### config.mk
export PLATFORM = sky130hd
export DESIGN_NAME = retire_rat
export DESIGN_NICKNAME = d
export VERILOG_FILES = /design/src/rtl/retire_rat.sv
export SDC_FILE = /design/constraint.sdc
export NUM_CORES = 1
export LEC_CHECK = 0
export BUFFER_PORTS_ARGS = -buffer_cell sky130_fd_sc_hd__buf_2
export CAP_MARGIN = 20
export CORE_ASPECT_RATIO = 1.4
export CORE_MARGIN = 2
export CORE_UTILIZATION = 59
export CTS_CLUSTER_SIZE = 10
export DETAILED_ROUTE_END_ITERATION = 8
export PLACE_DENSITY = 0.75
export REMOVE_ABC_BUFFERS = 1
export SETUP_SLACK_MARGIN = 0.02
export SYNTH_ARGS = -nofsm -noshare
export SYNTH_HDL_FRONTEND = slang
export SYNTH_SLANG_ARGS = --single-unit
export TNS_END_PERCENT = 1
### constraint.sdc
create_clock -name CLK -period 5.38 [get_ports CLK]
set_input_delay 0.538 -clock CLK [delete_from_list [all_inputs] [get_ports CLK]]
set_output_delay 0.538 -clock CLK [all_outputs]
set_load 0.02 [all_outputs]
### src/rtl/retire_rat.sv
// Retirement register alias table.
// Applies committed register writes to the architectural map and sends each
// displaced physical register to a small release FIFO. On a flush it replays
// the whole committed map, one entry per cycle.
module retire_rat #(
    parameter  int unsigned NUM_ARCH_REGS   = 32,
    parameter  int unsigned NUM_PHYS_REGS   = 64,
    parameter  int unsigned FREE_FIFO_DEPTH = 8,
    localparam int unsigned LOG_ARCH        = $clog2(NUM_ARCH_REGS),
    localparam int unsigned LOG_PHYS        = $clog2(NUM_PHYS_REGS)
) (
    input  logic                CLK,
    input  logic                RESET,
    input  logic                Commit_valid_IN,
    input  logic                RegUpdate_IN,
    input  logic [LOG_ARCH-1:0] Arch_reg_IN,
    input  logic [LOG_PHYS-1:0] Phys_reg_IN,
    output logic                Commit_stall_OUT,
    output logic                Free_valid_OUT,
    output logic [LOG_PHYS-1:0] Free_reg_OUT,
    input  logic                Free_ready_IN,
    input  logic                Flush_IN,
    output logic                Busy_OUT,
    output logic                Copy_valid_OUT,
    output logic [LOG_ARCH-1:0] Copy_arch_OUT,
    output logic [LOG_PHYS-1:0] Copy_phys_OUT,
    input  logic [LOG_ARCH-1:0] Lookup_arch_IN,
    output logic [LOG_PHYS-1:0] Lookup_phys_OUT,
    output logic [31:0]         Commit_count_OUT
);

    localparam int unsigned LOG_FIFO = $clog2(FREE_FIFO_DEPTH);
    localparam int unsigned FIFO_CW  = LOG_FIFO + 1;

    localparam logic [FIFO_CW-1:0]  FIFO_FULL = FIFO_CW'(FREE_FIFO_DEPTH);
    localparam logic [LOG_ARCH-1:0] IDX_LAST  = LOG_ARCH'(NUM_ARCH_REGS - 1);

    localparam logic [0:0] ST_IDLE = 1'b0;
    localparam logic [0:0] ST_COPY = 1'b1;

    logic [LOG_PHYS-1:0] r_map [NUM_ARCH_REGS];
    logic [LOG_PHYS-1:0] r_fifo [FREE_FIFO_DEPTH];
    logic [LOG_FIFO-1:0] r_head;
    logic [LOG_FIFO-1:0] r_tail;
    logic [FIFO_CW-1:0]  r_count;
    logic [0:0]          r_state;
    logic [LOG_ARCH-1:0] r_idx;
    logic [31:0]         r_commit_count;

    logic [0:0]          w_state_nxt;
    logic [LOG_ARCH-1:0] w_idx_nxt;
    logic                w_stall;
    logic                w_accept;
    logic                w_push;
    logic                w_pop;
    logic                w_map_we;
    logic [LOG_PHYS-1:0] w_push_data;

    // Commit handshake; stall depends only on registered state so a
    // same-cycle pop at full never frees room for a push.
    always_comb begin
        w_stall     = (r_count == FIFO_FULL) || (r_state == ST_COPY);
        w_accept    = Commit_valid_IN && !w_stall;
        w_push      = w_accept && RegUpdate_IN;
        w_map_we    = w_push && (Arch_reg_IN != '0);
        w_pop       = (r_count != '0) && Free_ready_IN;
        // $zero is never remapped, so the incoming register is released directly
        w_push_data = (Arch_reg_IN == '0) ? Phys_reg_IN : r_map[Arch_reg_IN];
    end

    // Architectural map: identity after reset, updated by accepted commits.
    always_ff @(posedge CLK) begin
        if (!RESET) begin
            for (int i = 0; i < NUM_ARCH_REGS; i++) begin
                r_map[i] <= LOG_PHYS'(i);
            end
        end else if (w_map_we) begin
            r_map[Arch_reg_IN] <= Phys_reg_IN;
        end
    end

    // Release FIFO storage; contents are only meaningful below r_count.
    always_ff @(posedge CLK) begin
        if (w_push) begin
            r_fifo[r_tail] <= w_push_data;
        end
    end

    // Release FIFO pointers and occupancy.
    always_ff @(posedge CLK) begin
        if (!RESET) begin
            r_head  <= '0;
            r_tail  <= '0;
            r_count <= '0;
        end else begin
            if (w_push) begin
                r_tail <= r_tail + LOG_FIFO'(1);
            end
            if (w_pop) begin
                r_head <= r_head + LOG_FIFO'(1);
            end
            case ({w_push, w_pop})
                2'b10:   r_count <= r_count + FIFO_CW'(1);
                2'b01:   r_count <= r_count - FIFO_CW'(1);
                default: r_count <= r_count;
            endcase
        end
    end

    // Accepted-commit counter, wraps naturally at 32 bits.
    always_ff @(posedge CLK) begin
        if (!RESET) begin
            r_commit_count <= '0;
        end else if (w_accept) begin
            r_commit_count <= r_commit_count + 32'd1;
        end
    end

    // Replay FSM state register.
    always_ff @(posedge CLK) begin
        if (!RESET) begin
            r_state <= ST_IDLE;
            r_idx   <= '0;
        end else begin
            r_state <= w_state_nxt;
            r_idx   <= w_idx_nxt;
        end
    end

    // Replay FSM next state; a flush in COPY restarts from index 0.
    always_comb begin
        w_state_nxt = r_state;
        w_idx_nxt   = r_idx;
        case (r_state)
            ST_IDLE: begin
                if (Flush_IN) begin
                    w_state_nxt = ST_COPY;
                    w_idx_nxt   = '0;
                end
            end
            ST_COPY: begin
                if (Flush_IN) begin
                    w_idx_nxt = '0;
                end else if (r_idx == IDX_LAST) begin
                    w_state_nxt = ST_IDLE;
                    w_idx_nxt   = '0;
                end else begin
                    w_idx_nxt = r_idx + LOG_ARCH'(1);
                end
            end
            default: begin
                w_state_nxt = ST_IDLE;
                w_idx_nxt   = '0;
            end
        endcase
    end

    // Output decode from registered state.
    always_comb begin
        Commit_stall_OUT = w_stall;
        Free_valid_OUT   = (r_count != '0);
        Free_reg_OUT     = r_fifo[r_head];
        Busy_OUT         = (r_state == ST_COPY);
        Copy_valid_OUT   = (r_state == ST_COPY);
        Copy_arch_OUT    = '0;
        Copy_phys_OUT    = '0;
        if (r_state == ST_COPY) begin
            Copy_arch_OUT = r_idx;
            Copy_phys_OUT = r_map[r_idx];
        end
        Lookup_phys_OUT  = r_map[Lookup_arch_IN];
        Commit_count_OUT = r_commit_count;
    end

endmodule

==> results of run 1 <==
[layout make-up]
class	count	area, sq um
fillers	2106	9600
flip-flops and latches	296	8330
multi-input cells	861	7670
clock buffers	51	946
repair buffers	111	658
well taps	370	463
inverters	13	50.0
clock inverters	2	32.5
[cell usage after synthesis (9+ instances only)]
cell type / count
a31oi_1: 9
buf_2: 41
inv_1: 10
dfxtp_1: 56
edfxtp_1: 240
nand2b_1: 17
a22oi_1: 13
nand4_1: 52
xnor2_1: 10
mux2i_1: 73
nor2b_1: 14
nand2_1: 93
and3_1: 9
and2_1: 11
nor2_1: 95
or3_1: 9
buf_4: 20
nand3_1: 28
xor2_1: 27
clkbuf_1: 54
o22ai_1: 23
nor4_1: 72
nor3_1: 38
mux4_2: 135
a21oi_1: 21
o21ai_0: 13
[power by group through the flow]
| stage | sequential (W) | combinational [W] | clock, W |
|---|---|---|---|
| after global placement | 0.00269 | 0.000724 | 0 |
| after global routing | 0.00266 | 0.000798 | 0.00219 |
| final | 0.00265 | 0.000758 | 0.00209 |
| after detailed placement | 0.00270 | 0.000734 | 0 |
| after floorplan | 0.00266 | 0.000473 | 0 |
| after CTS | 0.00265 | 0.000744 | 0.00210 |
[through the flow]
stage	hold WS (ns)	total power (W)	cells	cell area, sq um
2_1_floorplan	0.454	0.00314	1170	16000
3_3_place_gp	0.477	0.00342	1646	17100
3_5_place_dp	0.485	0.00343	1646	17100
4_1_cts	0.249	0.00550	1699	18100
5_1_grt	0.286	0.00565	1704	18100
6_report	0.266	0.00550	1704	18100
[critical path: stages, from the launching register on]
cell,delay [ns]
dfxtp_2,0.90
buf_4,0.37
mux4_2,0.26
mux2i_1,0.10
a22o_1,0.33
nor4_1,0.40
buf_2,0.24
[kinds of logic after synthesis]
kind of cell               count (synthesis)  synth area share [%]
AOI/OAI and AO/OA                        108                  4.22
xor gates and xnor gates                  37                  1.94
muxes                                    216                  23.1
other                                      1                0.0225
buffers and inverters                    143                  4.29
adders and majority gates                  8                 0.600
and+or+nand+nor                          486                  15.8
DFF                                      296                  49.9
[worst paths after layout]
check	slack, ns	end	cells after the start
max	1.70	Copy_phys_OUT[1]	6
min	0.27	Busy_OUT	3
max reg2reg	1.87	r_map[19][1]	5
min reg2reg	0.49	r_head[1]	2
[sequential cells by signal (all words and copies together) (netlist names), named ones only]
signal and flops:
Busy_OUT 1, r_map 192, r_tail 3, r_idx 5, r_head 3, Commit_count_OUT 32, r_count 4, r_fifo 48
[placed cells by master (no fill, tap or decap), drive strengths merged, types with 52 or more instances in the layout]
cell / instances
buf: 110
clkbuf: 52
dfxtp: 56
edfxtp: 240
mux2i: 73
mux4: 135
nand2: 93
nand4: 52
nor2: 95
nor4: 80
[per-layer routing]
| layer | vias up | global-route usage, % | wire length, microns |
|---|---|---|---|
| met2 | 991 | 53.3 | 23000 |
| met3 | 209 | 7.06 | 5810 |
| li1 | 5157 | - | - |
| met1 | 5964 | 42.4 | 16600 |
| met4 | 0 | 18.0 | 3280 |
| met5 | - | 0 | 0 |
==> results.json, run 1 <==
{
  "dp_hpwl_microns": 33300,
  "antenna_found_initial": 0,
  "fin_ws_ns": 1.70,
  "holdBufCountCts": 0,
  "gp_congestion": 0.976,
  "min_path_type": "primary input to flip-flop",
  "drive_gt1_share_pct": 23.8,
  "drc": 0,
  "area_growth_pct": 8.80,
  "antenna_cells": 0,
  "fp.coreArea_sq_um": 27700,
  "clkSlewWorstSetupHoldPaths_ns": 0.06,
  "yosys.area.top_type": "edfxtp_1",
  "switching_share_pct": 26.1,
  "rows": 72,
  "cp-end-kind": "primary output",
  "grt_setup_unrepaired": "no",
  "drt_wl_total_microns": 48700,
  "post_drt_wl_per_cell_microns": 28.6,
  "hold_path_startpoint": "Flush_IN",
  "cts_made_buffers": 35,
  "reg2reg_from": "Busy_OUT",
  "ctsResizeCount": 0,
  "portBuffers": 80,
  "ys_seq_elements": 296,
  "grt.total_usage_pct": 33.1,
  "critPathKind": "flip-flop to primary output",
  "insertion_delay_ns": 0.53,
  "p_comb_share_pct": 13.8,
  "post-route-period-util_pct": 68.3,
  "die_w_microns": 146,
  "crit_arrival_ns": 3.14,
  "vias": 12300,
  "finalHoldViolCount": 0,
  "finalCriticalPeriod_ns": 3.68,
  "synth_async_sr_flop_share_pct": 0,
  "chipHeight_microns": 203,
  "cts_sinks": 296,
  "postCtsSetupBuffers": 0,
  "grt_first_pass_wirelength_microns": 73500,
  "synth_cells": 1295,
  "synth_edf_count": 240,
  "synth_ff_type": "edfxtp_1",
  "seq_area_frac_synth_pct": 49.9,
  "start_kind": "flip-flop",
  "p_int_w": 0.00406,
  "max-vdd-ir-drop_uv": 223,
  "pin_count": 81,
  "slew_headroom_pct": 29.6,
  "root_buffer": "clkbuf_16",
  "finalSetupTns_ns": 0,
  "drt_iter0_drc": 1667,
  "power.density_nw_per_um2": 303,
  "drv_slew": 0,
  "initial_utilization_pct": 60.1,
  "crit_path_max_fanout": 24,
  "worstMarginPinSlew_ns": 1.06,
  "p_clk_share_pct": 38.0,
  "vias_per_cell": 7.23,
  "die-area_sq_um": 29700,
  "grt_max_degree": 71,
  "syn_area_per_cell_sq_um": 12.9,
  "switching_power_w": 0.00143,
  "nNetsFinal": 1348,
  "dr.pass1.iters": 5,
  "clock_skew_ns": 0.0222,
  "worstPathRequired_ns": 4.84,
  "max_freq_ghz": 0.272,
  "htreeDepth": 2,
  "cts_tree": "done",
  "pwr-share-seq_pct": 48.2,
  "cts_buffer_depth": 3,
  "setup_viol": 0,
  "antenna_left": 0,
  "grt_pass1_vias": 11800,
  "cap_viol_max_count": 0,
  "yosysWarningCount": 0,
  "synth.distinct_cells": 60,
  "synth.top_cells.by_area": "edfxtp_1, mux4_2, dfxtp_1",
  "grt_overflow": 0,
  "pre_cts_ws_ns": 1.95,
  "power.leakage_nw": 5.77,
  "fin_util_pct": 65.4,
  "synth_top_area_share_pct": 43.2,
  "status": "finished clean",
  "synth.cell_area_sq_um": 16700
}
No activity file was read; power rests on OpenSTA's default activity.
==> inputs of run 2 (changes only) <==
--- a/config.mk
+++ b/config.mk
@@ -9,7 +9,7 @@
 export CAP_MARGIN = 20
 export CORE_ASPECT_RATIO = 1.4
 export CORE_MARGIN = 2
-export CORE_UTILIZATION = 59
+export CORE_UTILIZATION = 56
 export CTS_CLUSTER_SIZE = 10
 export DETAILED_ROUTE_END_ITERATION = 8
 export PLACE_DENSITY = 0.75
==> constraint.sdc (replaced) <==
create_clock -name CLK -period 3.05 [get_ports CLK]
set_input_delay 0.305 -clock CLK [delete_from_list [all_inputs] [get_ports CLK]]
set_output_delay 0.305 -clock CLK [all_outputs]
set_load 0.02 [all_outputs]
==> run 2 against run 1 <==
Compared with the run above:
- sequential share of layout area is 1.2 points lower
- critical path type unchanged
- global-route usage is 1.3 points lower
- sequential power increased by 74%
- die area up 5.2%
- worst hold slack got worse by 0.23 ns
- first-iteration DRC count up 5.8%
- non-clock buffer count grew 40
- critical path depth shrank 2
- clock-buffer cell count unchanged
- clock power grew 82%
- via count rose by 2.7%
- power is 80% higher
==> results.json, run 2 (synthesized netlist as in run 1, its figures left out) <==
{
  "status": "finished clean",
  "cap_viol_max_count": 0,
  "area_growth_pct": 11.7,
  "clock_skew_ns": 0.0142,
  "post_drt_wl_per_cell_microns": 28.0,
  "worstPathRequired_ns": 2.74,
  "antenna_cells": 0,
  "drv_slew": 0,
  "worstMarginPinSlew_ns": 0.872,
  "die_w_microns": 150,
  "finalHoldViolCount": 0,
  "dp_hpwl_microns": 34900,
  "slew_headroom_pct": 41.8,
  "drt_wl_total_microns": 49200,
  "max_freq_ghz": 0.340,
  "pre_cts_ws_ns": 0.258,
  "cts_sinks": 296,
  "reg2reg_from": "r_map[25][2]",
  "grt_overflow": 0,
  "setup_viol": 0,
  "htreeDepth": 2,
  "critPathKind": "flip-flop to primary output",
  "grt.total_usage_pct": 31.8,
  "fin_ws_ns": 0.112,
  "drc": 0,
  "cts_made_buffers": 36,
  "crit_arrival_ns": 2.63,
  "dr.pass1.iters": 6,
  "power.density_nw_per_um2": 531,
  "cts_tree": "done",
  "root_buffer": "clkbuf_16",
  "grt_pass1_vias": 12100,
  "nNetsFinal": 1389,
  "clkSlewWorstSetupHoldPaths_ns": 0.05,
  "vias_per_cell": 7.21,
  "final_common_cell": "edfxtp_1",
  "max-vdd-ir-drop_uv": 448,
  "largest_register_ffs": 192,
  "regMostFlops": "r_map",
  "initial_utilization_pct": 57.0,
  "drt_iter0_drc": 1764,
  "drive_gt1_share_pct": 26.1,
  "antenna_left": 0,
  "holdBufCountCts": 0,
  "finalCriticalPeriod_ns": 2.94,
  "fin_util_pct": 63.7,
  "cts_buffer_depth": 3,
  "start_kind": "flip-flop",
  "finalSetupTns_ns": 0,
  "insertion_delay_ns": 0.53,
  "hold_path_startpoint": "Flush_IN",
  "cp-end-kind": "primary output",
  "rows": 74,
  "die-area_sq_um": 31200,
  "post-route-period-util_pct": 96.3,
  "chipHeight_microns": 208,
  "power.leakage_nw": 6.04,
  "grt_first_pass_wirelength_microns": 73800,
  "gp_congestion": 1.00,
  "fp.coreArea_sq_um": 29300,
  "grt_setup_unrepaired": "no",
  "portBuffers": 80,
  "grt_max_degree": 62,
  "min_path_type": "primary input to flip-flop",
  "pin_count": 81,
  "layout_common_cells": "edfxtp_1, mux4_2, nor2_1",
  "crit_path_max_fanout": 11,
  "antenna_found_initial": 0,
  "vias": 12700
}
## run 2: cell count changes in the layout (fill, tap and decap cells not counted), moves of 2 or more
| cell | previous run | this run |
|---|---|---|
| buf_12 | 1 | 12 |
| buf_2 | 82 | 78 |
| buf_4 | 27 | 60 |
| clkbuf_1 | 15 | 13 |
| clkinv_8 | 2 | 0 |
| inv_6 | 0 | 3 |
| nor4b_1 | 1 | 3 |
| nor4b_2 | 2 | 0 |
## run 2: metrics by stage
step	area (sq um)	power (W)	hold slack [ns]	instances
after floorplan	16000	0.00553	0.422	1170
after global placement	17600	0.00609	0.476	1700
after detailed placement	17600	0.00614	0.498	1700
after CTS	18600	0.00989	0.0300	1755
after global routing	18600	0.0102	0.0451	1756
final	18600	0.00989	0.0387	1756
## run 2: path summary, 6_finish.rpt
check | end | slack (ns) | depth (start not counted)
min | Busy_OUT | 0.04 | 3
min reg2reg | r_head[1] | 0.51 | 2
max reg2reg | r_fifo[0][2] | 0.47 | 6
max | Copy_phys_OUT[0] | 0.11 | 4
## run 2: worst max-delay path, stage by stage (launching register included)
cell	delay, ns
dfxtp_1	0.86
mux2i_1	0.25
a22o_1	0.34
nor4_2	0.40
buf_2	0.24
## run 2: power breakdown
part | internal [W] | switching, W | total (W)
registers | 0.00449 | 0.000120 | 0.00461
clock network | 0.00224 | 0.00157 | 0.00380
logic | 0.000599 | 0.000878 | 0.00148
## run 2: repair_timing
action,4_1_cts,5_1_grt
hold endpoints to repair,0,0
gates resized for setup,1,1
gates cloned,0,0
setup buffers,0,0
setup endpoints to repair,1,1
## run 2: layout make-up
| class | count | area [sq um] |
|---|---|---|
| timing repair buffer | 151 | 1090 |
| sequential | 296 | 8330 |
| inverter | 13 | 50.0 |
| fill | 2193 | 10600 |
| multi-input combinational | 861 | 7660 |
| clock inverter | 4 | 30.0 |
| tap | 380 | 475 |
| clock buffer | 51 | 988 |
## run 2: per-layer routing
metal / GRT usage [%] / share of wire [%] / up-vias
met5: 0 / 0 / -
met4: 19.7 / 7.7 / 0
met2: 51.6 / 49 / 1020
met3: 6.12 / 12 / 262
met1: 39.1 / 32 / 6108
li1: - / - / 5266
==> inputs of run 3 (changes only) <==
--- a/config.mk
+++ b/config.mk
@@ -9,10 +9,10 @@
 export CAP_MARGIN = 20
 export CORE_ASPECT_RATIO = 1.4
 export CORE_MARGIN = 2
-export CORE_UTILIZATION = 56
+export CORE_UTILIZATION = 50
 export CTS_CLUSTER_SIZE = 10
 export DETAILED_ROUTE_END_ITERATION = 8
-export PLACE_DENSITY = 0.75
+export PLACE_DENSITY = 0.68
 export REMOVE_ABC_BUFFERS = 1
 export SETUP_SLACK_MARGIN = 0.02
 export SYNTH_ARGS = -nofsm -noshare
==> run 3 against run 2 <==
Compared with the run above:
- combinational power hardly changed
- power is 0.76% lower
- via count is 1.8% lower
- worst setup slack worse by 0.10 ns
- clock skew is 0.0029 ns higher
- critical path depth is 2 higher
- sequential share of layout area is 0.44 points lower
- global-route usage is 2.6 points lower
- sequential power hardly changed
- die area is 12% higher
- routed wire length is 2.3% higher
- largest cell class unchanged
- largest power group unchanged
==> results.json, run 3 (synthesized netlist as in run 1, its figures left out) <==
{
  "antenna_cells": 0,
  "dr.pass1.iters": 6,
  "reg2reg_from": "r_count[1]",
  "routedLengthMet1_microns": 18000,
  "hold_ws_ns": 0.0227,
  "pin_count": 81,
  "pre_cts_ws_ns": 0.284,
  "die_w_microns": 158,
  "highest_layer": "met5",
  "r2r_end": "r_count[2]",
  "holdPathEnd": "Busy_OUT",
  "layout_common_cells": "edfxtp_1, mux4_2, nor2_1",
  "drive_gt1_share_pct": 26.8,
  "die-area_sq_um": 34900,
  "start_kind": "flip-flop",
  "power.leakage_nw": 6.08,
  "met3_wirelength_microns": 4560,
  "antenna_left": 0,
  "drt_wl_total_microns": 50300,
  "placed_cell_area_sq_um": 17800,
  "status": "finished clean",
  "post_drt_wl_per_cell_microns": 27.5,
  "portBuffers": 80,
  "root_buffer": "clkbuf_16",
  "slew_headroom_pct": 45.7,
  "insertion_delay_ns": 0.53,
  "min_path_cells": 3,
  "cts_buffer_depth": 3,
  "cts_sinks": 296,
  "postCtsSetupBuffers": 0,
  "grt_max_degree": 63,
  "path_cells": "buf_12 -> mux4_2 -> mux2_2 -> o211ai_1 -> a21oi_1 -> buf_2",
  "max-vdd-ir-drop_uv": 262,
  "min_path_type": "primary input to flip-flop",
  "vias_per_cell": 6.79,
  "power.total_w": 0.00982,
  "nNetsFinal": 1401,
  "r2r_setup_slack_ns": 0.46,
  "reg2reg_depth": 10,
  "crit_path_max_fanout": 24,
  "power.density_nw_per_um2": 522,
  "cp-end-kind": "primary output",
  "cts_made_buffers": 35,
  "dr_wl_met2_microns": 24600,
  "setup_viol": 0,
  "htreeDepth": 2,
  "grt_first_pass_wirelength_microns": 74400,
  "gp_congestion": 1.01,
  "grt_setup_unrepaired": "yes",
  "grt.total_usage_pct": 29.1,
  "crit_slowest_cell": "mux4_2",
  "regMostFlops": "r_map",
  "largest_register_ffs": 192,
  "critPathKind": "flip-flop to primary output",
  "critical_path.max_stage_delay_ns": 0.52,
  "fin_ws_ns": 0.00937,
  "worstPathRequired_ns": 2.74,
  "vias": 12400,
  "chipHeight_microns": 220,
  "fp.coreArea_sq_um": 33000,
  "clkSlewWorstSetupHoldPaths_ns": 0.05,
  "area_growth_pct": 12.8,
  "cts_tree": "done",
  "drt_iter0_drc": 1689,
  "max_freq_ghz": 0.329,
  "antenna_found_initial": 1,
  "worstMarginPinSlew_ns": 0.810,
  "crit_arrival_ns": 2.74,
  "final_area_sq_um": 18800,
  "cap_viol_max_count": 0,
  "dp_hpwl_microns": 35800,
  "drv_slew": 0,
  "drc": 0,
  "rows": 79,
  "fin_util_pct": 57.0,
  "grt_pass1_vias": 11900,
  "clock_skew_ns": 0.0171,
  "grt_overflow": 0,
  "post-route-period-util_pct": 99.7,
  "hold_path_startpoint": "Flush_IN",
  "final_common_cell": "edfxtp_1",
  "initial_utilization_pct": 50.5,
  "fillers": 2706,
  "finalHoldViolCount": 0,
  "finalCriticalPeriod_ns": 3.04
}
-- run 3: report_power, final --
part           leakage, nW  internal, W  switching [W]
Clock                0.480      0.00222        0.00153
Sequential            2.58      0.00449       0.000122
Combinational         3.01     0.000605       0.000852
-- run 3: stage by stage --
| step | TNS [ns] | instances |
|---|---|---|
| after floorplan | -94.96 | 1170 |
| after global placement | 0 | 1778 |
| after detailed placement | 0 | 1778 |
| after CTS | 0 | 1830 |
| after global routing | -0.0168 | 1831 |
| final | 0 | 1831 |
-- run 3: critical path, delay by kind of cell, from the launching register on --
kind / cells / cell delay [ns]
muxes: 2 / 0.84
AOI/OAI and AO/OA: 2 / 0.49
DFF: 1 / 0.43
buffers and inverters: 2 / 0.42
-- run 3: cell type report --
cell class,count,area [sq um],area share [%]
Clock buffer,51,988,5.26
Sequential cell,296,8330,44.3
Tap cell,445,557,2.96
Inverter,13,50.0,0.266
Multi-Input combinational cell,861,7670,40.8
Clock inverter,1,3.75,0.0200
Timing Repair Buffer,164,1200,6.40
-- run 3: repair_timing --
item | CTS | global route
hold buffers | 0 | 0
hold endpoints to repair | 0 | 0
gates cloned | 0 | 1
setup endpoints to repair | 2 | 4
resized for setup | 1 | 3
pin swaps | 0 | 0
-- run 3: layer usage --
| metal | up-vias | GRT usage, % |
|---|---|---|
| met1 | 6136 | 37.3 |
| met3 | 193 | 4.42 |
| li1 | 5264 | - |
| met5 | - | 0 |
| met2 | 835 | 48.2 |
| met4 | 2 | 15.1 |
-- run 3: worst max path at each step --
stage	from	endpoint	slack, ns	cells past startpoint
global route	flip-flop	Copy_phys_OUT[5]	-0.02	6
detailed placement	Arch_reg_IN[0]	r_fifo[3][0]	0.28	7
finish	flip-flop	Copy_phys_OUT[5]	0.009	6
CTS	flip-flop	Copy_phys_OUT[5]	0.03	6
global placement	Arch_reg_IN[2]	r_fifo[0][1]	0.32	8
floorplan	Busy_OUT	r_count[2]	-1.06	10
